$ cat src/rtl/line_burst_adaptor.sv
// ---------------------------------------------------------------------------
// line_burst_adaptor
//
// Bridges the cache's 256-bit line interface to a 64-bit burst memory port.
// One line fill or writeback from the cache becomes four 64-bit memory beats.
// The cache gets a single-cycle completion pulse when the line transfer is done.
//
// Ports
//   clk        : clock
//   rst        : asynchronous active-high reset
//   address_i  : cache request address (only the line-aligned bits are used)
//   read_i     : cache line fill request
//   write_i    : cache line writeback request (wins over read_i)
//   line_i     : line to write back
//   line_o     : assembled fill line
//   resp_o     : one-cycle completion pulse to the cache
//   address_o  : line-aligned memory address (low 5 bits always 0)
//   read_o     : memory burst read
//   write_o    : memory burst write
//   burst_o    : current write beat
//   burst_i    : current read beat
//   resp_i     : memory beat strobe; one beat is transferred per cycle it is high
//
// Build option
//   LINE_BURST_ADAPTOR_EARLY_RESP_EN : the read path skips DONE. resp_o fires
//   together with the 4th read strobe, and the last beat is forwarded
//   combinationally into the top of line_o. If the macro is undefined, resp_o
//   and line_o come only from registers.
// ---------------------------------------------------------------------------
module line_burst_adaptor #(
    parameter int LINE_W  = 256,
    parameter int BURST_W = 64,
    parameter int ADDR_W  = 32
) (
    input  logic               clk,
    input  logic               rst,
    input  logic [ADDR_W-1:0]  address_i,
    input  logic               read_i,
    input  logic               write_i,
    input  logic [LINE_W-1:0]  line_i,
    output logic [LINE_W-1:0]  line_o,
    output logic               resp_o,
    output logic [ADDR_W-1:0]  address_o,
    output logic               read_o,
    output logic               write_o,
    output logic [BURST_W-1:0] burst_o,
    input  logic [BURST_W-1:0] burst_i,
    input  logic               resp_i
);

    localparam int BEATS = LINE_W / BURST_W;
    localparam int CNT_W = $clog2(BEATS);

    typedef enum logic [1:0] {
        IDLE     = 2'd0,
        RD_BURST = 2'd1,
        WR_BURST = 2'd2,
        DONE     = 2'd3
    } state_t;

    state_t              state_q, state_d;
    logic [CNT_W-1:0]    beatCnt_q, beatCnt_d;
    logic [LINE_W-1:0]   lineBuf_q, lineBuf_d;
    logic [ADDR_W-6:0]   addrReg_q, addrReg_d;
    logic                read_q, read_d;
    logic                write_q, write_d;
    logic                resp_q, resp_d;
    logic                lastBeat;

    // The offset bits inside a line never reach memory.
    logic                unusedAddrLsbs;
    assign unusedAddrLsbs = ^address_i[4:0];

    assign lastBeat = (beatCnt_q == CNT_W'(BEATS - 1));

    // Next-state logic. Requests are only looked at in IDLE. Beats advance on
    // resp_i strobes only, so memory can stall for any number of cycles.
    // The read_o/write_o/resp_o flops are loaded from the next state. This makes
    // them rise one cycle after the request and drop while in DONE.
    always_comb begin
        state_d   = state_q;
        beatCnt_d = beatCnt_q;
        lineBuf_d = lineBuf_q;
        addrReg_d = addrReg_q;

        case (state_q)
            IDLE: begin
                if (write_i) begin
                    lineBuf_d = line_i;
                    addrReg_d = address_i[ADDR_W-1:5];
                    beatCnt_d = '0;
                    state_d   = WR_BURST;
                end else if (read_i) begin
                    addrReg_d = address_i[ADDR_W-1:5];
                    beatCnt_d = '0;
                    state_d   = RD_BURST;
                end
            end
            RD_BURST: begin
                if (resp_i) begin
                    lineBuf_d[int'(beatCnt_q)*BURST_W +: BURST_W] = burst_i;
                    beatCnt_d = beatCnt_q + CNT_W'(1);
                    if (lastBeat) begin
`ifdef LINE_BURST_ADAPTOR_EARLY_RESP_EN
                        state_d = IDLE;
`else
                        state_d = DONE;
`endif
                    end
                end
            end
            WR_BURST: begin
                if (resp_i) begin
                    beatCnt_d = beatCnt_q + CNT_W'(1);
                    if (lastBeat) begin
                        state_d = DONE;
                    end
                end
            end
            DONE: begin
                state_d = IDLE;
            end
            default: begin
                state_d = IDLE;
            end
        endcase

        read_d  = (state_d == RD_BURST);
        write_d = (state_d == WR_BURST);
        resp_d  = (state_d == DONE);
    end

    // FSM and datapath registers. Reset clears everything, so a reset in the
    // middle of a burst drops read_o/write_o immediately and throws away the
    // partly filled line.
    always_ff @(posedge clk or posedge rst) begin
        if (rst) begin
            state_q   <= IDLE;
            beatCnt_q <= '0;
            lineBuf_q <= '0;
            addrReg_q <= '0;
            read_q    <= 1'b0;
            write_q   <= 1'b0;
            resp_q    <= 1'b0;
        end else begin
            state_q   <= state_d;
            beatCnt_q <= beatCnt_d;
            lineBuf_q <= lineBuf_d;
            addrReg_q <= addrReg_d;
            read_q    <= read_d;
            write_q   <= write_d;
            resp_q    <= resp_d;
        end
    end

    assign read_o    = read_q;
    assign write_o   = write_q;
    assign address_o = {addrReg_q, 5'b0};

    // burst_o is only non-zero while a writeback burst is running.
    assign burst_o = write_q ? lineBuf_q[int'(beatCnt_q)*BURST_W +: BURST_W]
                             : '0;

`ifdef LINE_BURST_ADAPTOR_EARLY_RESP_EN
    // Completion is signalled together with the 4th read strobe. The beat is
    // still on burst_i in that cycle, so it is forwarded into the top slice.
    logic earlyResp;
    assign earlyResp = (state_q == RD_BURST) && resp_i && lastBeat;
    assign resp_o    = resp_q | earlyResp;

    always_comb begin
        line_o = lineBuf_q;
        if (earlyResp) begin
            line_o[LINE_W-1 -: BURST_W] = burst_i;
        end
    end
`else
    assign resp_o = resp_q;
    assign line_o = lineBuf_q;
`endif

endmodule

$ cat config.mk
export PLATFORM = sky130hd
export DESIGN_NAME = line_burst_adaptor
export DESIGN_NICKNAME = d
export VERILOG_FILES = /design/src/rtl/line_burst_adaptor.sv
export SDC_FILE = /design/constraint.sdc
export NUM_CORES = 1
export LEC_CHECK = 0
export CORE_AREA = 8 8 272 274
export DETAILED_ROUTE_END_ITERATION = 8
export DIE_AREA = 0 0 280 282
export PLACE_DENSITY = 0.62
export SLEW_MARGIN = 5
export SYNTH_ARGS = -nofsm -noshare
export SYNTH_HDL_FRONTEND = slang
export SYNTH_SLANG_ARGS = --single-unit
$ cat constraint.sdc
create_clock -name clk -period 24.7 [get_ports clk]
set_clock_uncertainty 0.2 [all_clocks]
set_input_delay 3.705 -clock clk [delete_from_list [all_inputs] [get_ports clk]]
set_output_delay 3.705 -clock clk [all_outputs]
set_load 0.02 [all_outputs]
Word-level counts from Yosys, hierarchy flattened:

Index checks and enable logic that the tools add are counted.
Widths: inputs -> output; s select.

* equality and inequality tests: 11
* reduce and logical (&&, ||, !) cells: 8
* add/sub/neg operators: 2
* multiplexer cells: 16
* shifts and indexed selects: 3

Operator list (count)
* $mux 256: 2
* $pmux 256 s2: 1
* $bwmux 256: 1
* $shift 64x33->256 const A: 1
* $shiftx 256x9->64: 1
* $shiftx 64x33->256: 1
* $mux 64: 1
* $mux 27: 2
* $neg 8->33: 1
* $mux 2: 7
* $eq 2x2->1 const B: 5
* $pmux 2 s3: 1
* $reduce_and 3->1: 2
* $reduce_bool 2->1: 3
* $eq 2x1->1 const B: 2
* $ne 2x2->1 const B: 2
* $pmux 2 s2: 1
* $ne 3x3->1 const B: 1
* $add 2x1->2 const B: 1
* $logic_not 2->1: 1
* $ne 2x1->1 const B: 1
* $reduce_and 2->1: 1
* $reduce_or 2->1: 1

* input port bits: 357
* flip-flop bits (word level): 290
* logic and storage cells: 47
* output and inout bits: 355

Longest topological paths before layout:

Gate-level depths: netlist of the first run.

* word-level depth: 5
* mapped depth: 9
* mapped depth without buffers: 5

Least setup slack after synthesis of the first run:

No wires, ideal clock.

* path kind: reg-to-output
* from: reg beatCnt_q[1]
* to: out burst_o[14]
* slack: 19.144 ns
* path buffers: 2
* cell stages (with the launch flop): 5
* data required time: 20.795 ns
* arrival time: 1.651 ns
* cell sequence: dfrtp_1 > buf_2 > buf_2 > mux4_2 > and2_1

* word-level cells in the longest chain between the ends: 2

Ends and longest elaborated chain
* start, declared: line 62 `logic [CNT_W-1:0] beatCnt_q, beatCnt_d;`
* start signal, assigned: line 147 `beatCnt_q <= beatCnt_d;`
* $shiftx 256x9->64: line 161 `assign burst_o = write_q ? lineBuf_q[int'(beatCnt_q)*BURST_W +: BURST_W]`
* $mux 64: line 161
* end, declared: line 46 `output logic [BURST_W-1:0] burst_o,`

No other way between the ends.

Final worst setup path of the first run:

* from: reg beatCnt_q[1]
* to: out burst_o[54]

Same word-level chain as after synthesis.

==> impl_results.md, run 1 <==
* Crit path launch type: flop
* Most frequent cells in the layout: clkdlybuf4s50_1, dfrtp_1, mux2_2, a41o_1, a32o_1
* CP required at 20,800 ps
* Chip Width at 280 um
* Post-Synthesis Cells at 1,297
* Synthesis Warnings at 0
* Worst rel slew slack at 20.9%
* RSZ-0062 raised after global routing: false
* First-pass GRT wire length at 116 mm
* Global Route met2 Usage at 33.2%
* Final hold vios at 0
* Netlist area before placement at 17,200 um^2
* Met3 usage at 5.67%
* Clock transition at path regs at 60 ps
* Vias per cell at 5.27
* Area grow syn2layout at 50.3%
* CP max FO at 35
* Num CTS Buffers at 37
* Drt first pass iters at 5
* Max-Cap Viols at 0
* Pwr Density at 152 nW/um^2
* All-Layer GR Usage at 19.4%
* GRT Residual Overflow at 0
* Status: finished, final reports clean
* Post-DRT Antenna Nets at 0
* Average wire per cell in the routed design at 28.2 um
* Slew of the pin with the lowest slew margin at 1190 ps
* Worst endpoint data arrival time at 3830 ps
* Synth Register Bits at 290
* Worst vdd ir at 0.0000965 V
* H-tree level count at 2
* Main synth FF type: dfrtp_1
* GPL Wtd Cong at 0.826
* Synthesized area per cell at 13.3 um^2
* Vias at 15.2k
* Vias in the first global route at 16.3k
* Hold_buf cts at 0
* Register area share after synthesis at 42.1%
* Internal Power at 2.22 mW
* DIE HEIGHT at 282 um
* Dpl hpwl at 55.9 mm
* Slew Limit Fails at 0
* Finish-stage setup viols at 0
* Insertion delay of the later-clocked pin in the worst-skew pair at 540 ps
* CP Class: reg2out
* # DRC at 0
* Worst Setup Slack, final at 16,970 ps
* Routed Wire Length at 81.4 mm
* Number of enable flip-flop cells after synthesis at 0
* Port buffer count at 701
* Ratio of cells with drive above 1 in the final layout at 19.9%
* Hold/Removal Path Class: reg2reg
* Final TNS setup at 0 ps
* Clk pwr share at 13.3%
* Largest net degree at the start of global routing at 99
* Post-cts repair resize count at 0
* Core Area at 69,500 um^2
* Full die area at 79,000 um^2
* Layout fillers at 6,755
* CTS root buf: clkbuf_16
* Commonest non-fill, non-tap cell in the layout: clkdlybuf4s50_1
* Async S/R FF share, synth at 100%
* Setup bufs post-CTS at 0
* CTS sink cnt at 290
* Sw Pwr at 1.71 mW
* LEAKAGE at 10.5 nW
* Distinct cells, synth at 36
* Minimum clock period at 7730 ps
* Initial drt markers at 809
* Fmax at 129 MHz
* Pre-CTS WS at 17,490 ps
* Rows at 97
* Crit. End Element: output pin
* Final cycle utilization of the critical path at 31.3%
* Initial antenna violation count at 14
* Net Sw Frac at 43.5%
* CTS tree: built
* Starting Density at 24.8%
* Global routing usage on met1 at 22.8%
* Sequential group share of total power at 25.0%
* Nets at 2,280
* Most Crowded Layer GR: met2
* Number of top-level design ports at 712
* Clock buffer depth at 3
* Combinational Power Share at 61.7%
[worst paths after layout]
path / from / endpoint / slack, ps / depth (start not counted)
worst max-delay path: beatCnt_q[1] / burst_o[54] / 16970 / 4
worst min-delay path: addrReg_q[20] / addrReg_q[20] / 300 / 1
worst max register to register: beatCnt_q[1] / line_o[243] / 19530 / 7
worst min register to register: addrReg_q[20] / addrReg_q[20] / 300 / 1
max in group asynchronous: rst / beatCnt_q[1] / 18470 / 4
min in group asynchronous: rst / line_o[110] / 3520 / 2
[final cells by class]
cell class                      count  area (um^2)  area share, %
Clock inverter                      6         86.3          0.334
Sequential cell                   290         7270           28.1
Tap cell                          940         1180           4.55
Clock buffer                       52         1040           4.03
Inverter                           12         55.1          0.213
Antenna cell                        8         20.0         0.0774
Timing Repair Buffer              726         7200           27.8
Multi-Input combinational cell    848         9020           34.9
[per-stage QoR]
step                instance area [um^2]  hold slack, ps  utilization (%)  power [mW]  cells
floorplan                          17200             399                -        2.32   1301
global placement                   24700             289             35.6        3.38   2816
detailed placement                 24700             292             35.6        3.41   2816
CTS                                25900             306             37.2        3.96   2874
global route                       25900             311             37.2        4.10   2881
finish                             25900             304             37.2        3.93   2882
[Yosys cell counts (11+ instances only)]
cell type	instances	area, um^2
nor2b_1	122	763
a32o_1	125	1250
a41o_1	128	1280
buf_2	43	215
mux4_2	64	1440
inv_1	11	41.3
mux2_1	54	608
dfrtp_1	290	7260
clkbuf_1	49	184
mux2_2	188	2120
mux2_4	38	571
buf_6	43	484
and2_1	66	413
[layer usage]
metal / vias up / part of all wire (%)
met5: - / 0.088
met4: 10 / 3.3
met3: 172 / 8.8
met2: 823 / 50
met1: 7827 / 38
li1: 6355 / -
[kinds of logic after synthesis]
logic type	share of synthesized area [%]
multiplexers	27.9
other	0.0218
AO/OA/AOI/OAI	15.8
buffers and inverters	5.89
AND/OR/NAND/NOR	7.67
adder cells (fa/ha/maj)	0.581
flip-flops	42.1
[critical path, stage by stage, from the launching register on]
cell and delay [ps]:
dfrtp_4 900, buf_4 820, mux4_2 650, and2_1 180
clkdlybuf4s50_1 550
[state kept, by name, summed over array words and instances, names as in the netlist]
name	flops
addrReg_q	27
beatCnt_q	2
line_o	256
read_o	1
resp_o	1
state_q	2
write_o	1
[power by group through the flow]
stage / clock network [mW] / logic [mW] / registers, mW
after global placement: 0 / 2.41 / 0.971
after CTS: 0.541 / 2.44 / 0.980
final: 0.523 / 2.42 / 0.981
after floorplan: 0 / 1.15 / 1.18
after global routing: 0.559 / 2.53 / 1.01
after detailed placement: 0 / 2.43 / 0.984
No activity file was read; power rests on OpenSTA's default activity.
==> run 2: changes to the inputs <==
--- a/config.mk
+++ b/config.mk
@@ -5,10 +5,10 @@
 export SDC_FILE = /design/constraint.sdc
 export NUM_CORES = 1
 export LEC_CHECK = 0
-export CORE_AREA = 8 8 272 274
+export CORE_AREA = 8 8 268 270
 export DETAILED_ROUTE_END_ITERATION = 8
-export DIE_AREA = 0 0 280 282
-export PLACE_DENSITY = 0.62
+export DIE_AREA = 0 0 276 278
+export PLACE_DENSITY = 0.63
 export SLEW_MARGIN = 5
 export SYNTH_ARGS = -nofsm -noshare
 export SYNTH_HDL_FRONTEND = slang
==> constraint.sdc (replaced) <==
create_clock -name clk -period 8 [get_ports clk]
set_clock_uncertainty 0.2 [all_clocks]
set_input_delay 1.2 -clock clk [delete_from_list [all_inputs] [get_ports clk]]
set_output_delay 1.2 -clock clk [all_outputs]
set_load 0.02 [all_outputs]
==> impl_results.md, run 2 (synthesis results as in run 1) <==
* Status: finished, final reports clean (unchanged)
* Core Area at 67,700 um^2 (was 69,500 um^2)
* Crit path cell chain: buf_4, mux4_2, and2_1, clkdlybuf4s50_1 (unchanged)
* Largest register FFs at 256 (unchanged)
* Initial drt markers at 956 (was 809)
* # DRC at 0 (unchanged)
* Pwr Density at 471 nW/um^2 (was 152 nW/um^2)
* Initial antenna violation count at 6 (was 14)
* Clock buffer depth at 3 (unchanged)
* Worst endpoint data arrival time at 3320 ps (was 3830 ps)
* CP max stage cell: buf_4 (was dfrtp_4)
* Worst rel slew slack at 21.4% (was 20.9%)
* Ratio of cells with drive above 1 in the final layout at 20.1% (was 19.9%)
* H-tree level count at 2 (unchanged)
* Num CTS Buffers at 37 (unchanged)
* DIE HEIGHT at 278 um (was 282 um)
* Slew Limit Fails at 0 (unchanged)
* Flop2flop setup slack at 3580 ps (was 19,530 ps)
* Vias at 15.1k (was 15.2k)
* CTS sink cnt at 290 (unchanged)
* Post-DRT Antenna Nets at 0 (unchanged)
* Commonest non-fill, non-tap cell in the layout: clkdlybuf4s50_1 (unchanged)
* GRT Residual Overflow at 0 (unchanged)
* Starting Density at 25.4% (was 24.8%)
* Setup bufs post-CTS at 0 (unchanged)
* RSZ-0062 raised after global routing: false (unchanged)
* Final cycle utilization of the critical path at 58.9%
* Crit path buffers/inverters at 2 (unchanged)
* Insertion delay of the later-clocked pin in the worst-skew pair at 550 ps (was 540 ps)
* Pre-CTS WS at 3610 ps (was 17,490 ps)
* Chip Width at 276 um (was 280 um)
* Hold_buf cts at 0 (unchanged)
* Nets at 2,278 (was 2,280)
* Critical Path Start: beatCnt_q[0] (was beatCnt_q[1])
* Hold/Removal Path Class: reg2reg (unchanged)
* First-pass GRT wire length at 117 mm (was 116 mm)
* Most frequent cells in the layout: clkdlybuf4s50_1, dfrtp_1, mux2_2, a41o_1, a32o_1 (unchanged)
* Routed Wire Length at 80.5 mm (was 81.4 mm)
* Dpl hpwl at 54.2 mm (was 55.9 mm)
* Slew of the pin with the lowest slew margin at 1180 ps (was 1190 ps)
* Final hold vios at 0 (unchanged)
* WHS at 306 ps (was 304 ps)
* Vias per cell at 5.34 (was 5.27)
* Crit path launch type: flop (unchanged)
* Port buffer count at 701 (unchanged)
* Finish-stage setup viols at 0 (unchanged)
* Crit. End Element: output pin (unchanged)
* LEAKAGE at 10.6 nW (was 10.5 nW)
* Vias in the first global route at 16.5k (was 16.3k)
* Total power draw at 12.2 mW (was 3.93 mW)
* All-Layer GR Usage at 19.9% (was 19.4%)
* CP max FO at 51 (was 35)
* GPL Wtd Cong at 0.869 (was 0.826)
* Rows at 96 (was 97)
* Final TNS setup at 0 ps (unchanged)
* CP required at 6600 ps (was 20,800 ps)
* Full die area at 76,700 um^2 (was 79,000 um^2)
* Largest net degree at the start of global routing at 134 (was 99)
* CP max stage delay at 840 ps (was 900 ps)
* Max-Cap Viols at 0 (unchanged)
* Post-cts repair resize count at 0 (unchanged)
* Clock transition at path regs at 60 ps (about the same)
* CTS tree: built (unchanged)
* FF-to-FF Start: beatCnt_q[1] (unchanged)
* Worst vdd ir at 0.000353 V (was 0.0000965 V)
* Minimum clock period at 4720 ps
* Drt first pass iters at 5 (unchanged)
* Fmax at 212 MHz
* Final core utilization at 38.2% (was 37.2%)
* Area grow syn2layout at 50.3% (about the same)
* CP Class: reg2out (unchanged)
* Crit path max-delay family: buffers and inverters (unchanged)
* Number of top-level design ports at 712 (unchanged)
* Average wire per cell in the routed design at 28.5 um (was 28.2 um)
* Startpoint of the worst hold path: addrReg_q[22] (was addrReg_q[20])
* Worst Setup Slack, final at 3280 ps (was 16,970 ps)
* Layout fillers at 6,505 (was 6,755)
* CTS root buf: clkbuf_16 (unchanged)
-- run 2: worst register-to-register path: stages, from the launching register on --
cell,delay (ps)
dfrtp_4,590
buf_4,610
inv_1,290
ha_1,310
and3b_4,880
buf_4,820
a32o_1,490
mux2_2,150
-- run 2: layout make-up --
cell class | instances | area (um^2) | area share (%)
multi-input cells | 848 | 9020 | 34.9
flip-flops and latches | 290 | 7270 | 28.1
repair buffers | 724 | 7210 | 27.9
clock buffers | 55 | 1130 | 4.35
well taps | 882 | 1100 | 4.26
clock inverters | 9 | 78.8 | 0.305
inverters | 12 | 51.3 | 0.198
diodes | 7 | 17.5 | 0.0677
-- run 2: worst paths after layout --
check / to / cells past startpoint
setup reg to reg: line_o[226] / 7
setup / recovery: burst_o[9] / 4
hold / removal: addrReg_q[22] / 1
hold reg to reg: addrReg_q[22] / 1
min in group asynchronous: line_o[75] / 2
max in group asynchronous: line_o[110] / 3
-- run 2: stage by stage --
stage / area [um^2] / std cells
global route: 25900 / 2826
finish: 25900 / 2827
CTS: 25900 / 2820
floorplan: 17200 / 1301
detailed placement: 24700 / 2756
global placement: 24700 / 2756
-- run 2: routing by layer --
metal | global-route usage [%] | wire (um) | up-vias
met5 | 0 | 0 | -
met1 | 23.4 | 31400 | 7859
met3 | 5.46 | 6170 | 145
met4 | 7.66 | 3040 | 0
li1 | - | - | 6333
met2 | 34.4 | 39800 | 768
-- run 2: power breakdown --
group / internal (mW) / switching, mW / total [mW]
clock: 1.00 / 0.684 / 1.69
combinational: 3.63 / 3.85 / 7.48
sequential: 2.25 / 0.764 / 3.02
total: 6.88 / 5.30 / 12.2
==> run 3: changes to the inputs <==
==> constraint.sdc (replaced) <==
create_clock -name clk -period 4.4 [get_ports clk]
set_clock_uncertainty 0.2 [all_clocks]
set_input_delay 0.66 -clock clk [delete_from_list [all_inputs] [get_ports clk]]
set_output_delay 0.66 -clock clk [all_outputs]
set_load 0.02 [all_outputs]
==> impl_results.md, run 3 (synthesis results as in run 1) <==
* Post-DRT Antenna Nets at 0 (unchanged)
* Port buffer count at 701 (unchanged)
* CP max stage delay at 880 ps (was 840 ps)
* Sequential Area at 7270 um^2 (unchanged)
* # DRC at 0 (unchanged)
* Crit path cell chain: buf_12, mux4_2, and2_1, clkdlybuf4s50_1 (was buf_4, mux4_2, and2_1, clkdlybuf4s50_1)
* Worst endpoint data arrival time at 3020 ps (was 3320 ps)
* FF-to-FF path depth at 5 (was 7)
* Ratio of cells with drive above 1 in the final layout at 21.0% (was 20.1%)
* Worst rel slew slack at 22.9% (was 21.4%)
* Critical Path Start: beatCnt_q[0] (unchanged)
* Post-Place Cells at 2,773 (was 2,756)
* Starting Density at 25.4% (unchanged)
* Chip Width at 276 um (unchanged)
* Final TNS setup at 0 ps (unchanged)
* Initial drt markers at 1,094 (was 956)
* CTS sink cnt at 290 (unchanged)
* CP Class: reg2out (unchanged)
* Slew Limit Fails at 0 (unchanged)
* Number of top-level design ports at 712 (unchanged)
* Insertion delay of the later-clocked pin in the worst-skew pair at 540 ps (was 550 ps)
* Final core utilization at 38.7% (was 38.2%)
* Worst vdd ir at 0.000612 V (was 0.000353 V)
* GPL Wtd Cong at 0.865 (was 0.869)
* Post-Place Cell Area at 24,900 um^2 (was 24,700 um^2)
* Num CTS Buffers at 37 (unchanged)
* Post-cts repair resize count at 0 (unchanged)
* CTS tree: built (unchanged)
* Final cycle utilization of the critical path at 88.2%
* GRT Residual Overflow at 0 (unchanged)
* Core Area at 67,700 um^2 (unchanged)
* Post-Layout Inst Area at 26,200 um^2 (was 25,900 um^2)
* FF-to-FF Start: beatCnt_q[0] (was beatCnt_q[1])
* Finish-stage setup viols at 0 (unchanged)
* Clock buffer depth at 3 (unchanged)
* First-pass GRT wire length at 119 mm (was 117 mm)
* Vias in the first global route at 17.0k (was 16.5k)
* Fin cells at 2,840 (was 2,827)
* Max-Cap Viols at 0 (unchanged)
* Nets at 2,295 (was 2,278)
* H-tree level count at 2 (unchanged)
* Final hold vios at 0 (unchanged)
* Largest net degree at the start of global routing at 77 (was 134)
* Crit path max-delay family: buffers and inverters (unchanged)
* Routed Wire Length at 80.5 mm (about the same)
* Vias at 15.3k (was 15.1k)
* DIE HEIGHT at 278 um (unchanged)
* RSZ-0062 raised after global routing: false (unchanged)
* Hold_buf cts at 0 (unchanged)
* Slew of the pin with the lowest slew margin at 1160 ps (was 1180 ps)
* Fmax at 258 MHz
* Area grow syn2layout at 52.3% (was 50.3%)
* Status: finished, final reports clean (unchanged)
* Layout fillers at 6,432 (was 6,505)
* Crit path buffers/inverters at 2 (unchanged)
* Initial antenna violation count at 6 (unchanged)
* Dpl hpwl at 55.6 mm (was 54.2 mm)
* Crit. path cell count at 4 (unchanged)
* Most frequent cells in the layout: clkdlybuf4s50_1, dfrtp_1, mux2_2, a41o_1, a32o_1 (unchanged)
* Flop2flop setup slack at 630 ps (was 3580 ps)
* Commonest non-fill, non-tap cell in the layout: clkdlybuf4s50_1 (unchanged)
* Minimum clock period at 3880 ps
* All-Layer GR Usage at 20.1% (was 19.9%)
* Rows at 96 (unchanged)
* Average wire per cell in the routed design at 28.3 um (was 28.5 um)
* CP max FO at 36 (was 51)
* CP Capture Point: burst_o[53] (was burst_o[9])
* Largest register FFs at 256 (unchanged)
* CP required at 3540 ps (was 6600 ps)
* Area of the multi-input gates at 9020 um^2 (unchanged)
* LEAKAGE at 10.7 nW (was 10.6 nW)
* CP max stage cell: dfrtp_4 (was buf_4)
* Full die area at 76,700 um^2 (unchanged)
* Setup bufs post-CTS at 0 (unchanged)
* Hold/Removal Path Class: reg2reg (unchanged)
* CTS root buf: clkbuf_16 (unchanged)
* Vias per cell at 5.38 (was 5.34)
* R2r endpoint: line_o[93] (was line_o[226])
* Clock transition at path regs at 60 ps (about the same)
* Total power draw at 22.4 mW (was 12.2 mW)
* Pwr Density at 855 nW/um^2 (was 471 nW/um^2)
* Drt first pass iters at 5 (unchanged)
* Crit. End Element: output pin (unchanged)
* Crit path launch type: flop (unchanged)
-- run 3: through the flow --
stage	setup WS, ps	hold WS [ps]
floorplan	-307	399
global placement	673	288
detailed placement	655	292
CTS	453	305
global route	388	313
finish	518	304
-- run 3: power by group --
part,switching [mW],internal (mW),total (mW)
combinational,6.91,6.67,13.6
sequential,1.48,4.09,5.58
clock,1.22,2.06,3.27
-- run 3: worst min path at each step --
stage                              from            end  slack [ps]  cells past startpoint
after global placement    addrReg_q[21]  addrReg_q[21]         290                      1
after global routing      addrReg_q[22]  addrReg_q[22]         310                      1
after floorplan              state_q[0]         resp_o         400                      2
final                      addrReg_q[5]   addrReg_q[5]         300                      1
after detailed placement  addrReg_q[10]  addrReg_q[10]         290                      1
after CTS                 addrReg_q[10]  addrReg_q[10]         310                      1
-- run 3: layer usage --
metal  vias up  track usage (%)  wire [um]
met3       168             5.79       6720
met1      7898             23.1      30700
li1       6352                -          -
met4         4             8.28       3040
met2       850             34.8      40000
met5         -                0         22
-- run 3: area by class of cell --
type	instances	share of cell area [%]
multi-input cells	848	34.4
clock inverters	8	0.549
clock buffers	55	4.45
inverters	12	0.196
well taps	882	4.21
repair buffers	741	28.5
flip-flops and latches	290	27.7
diodes	4	0.0382
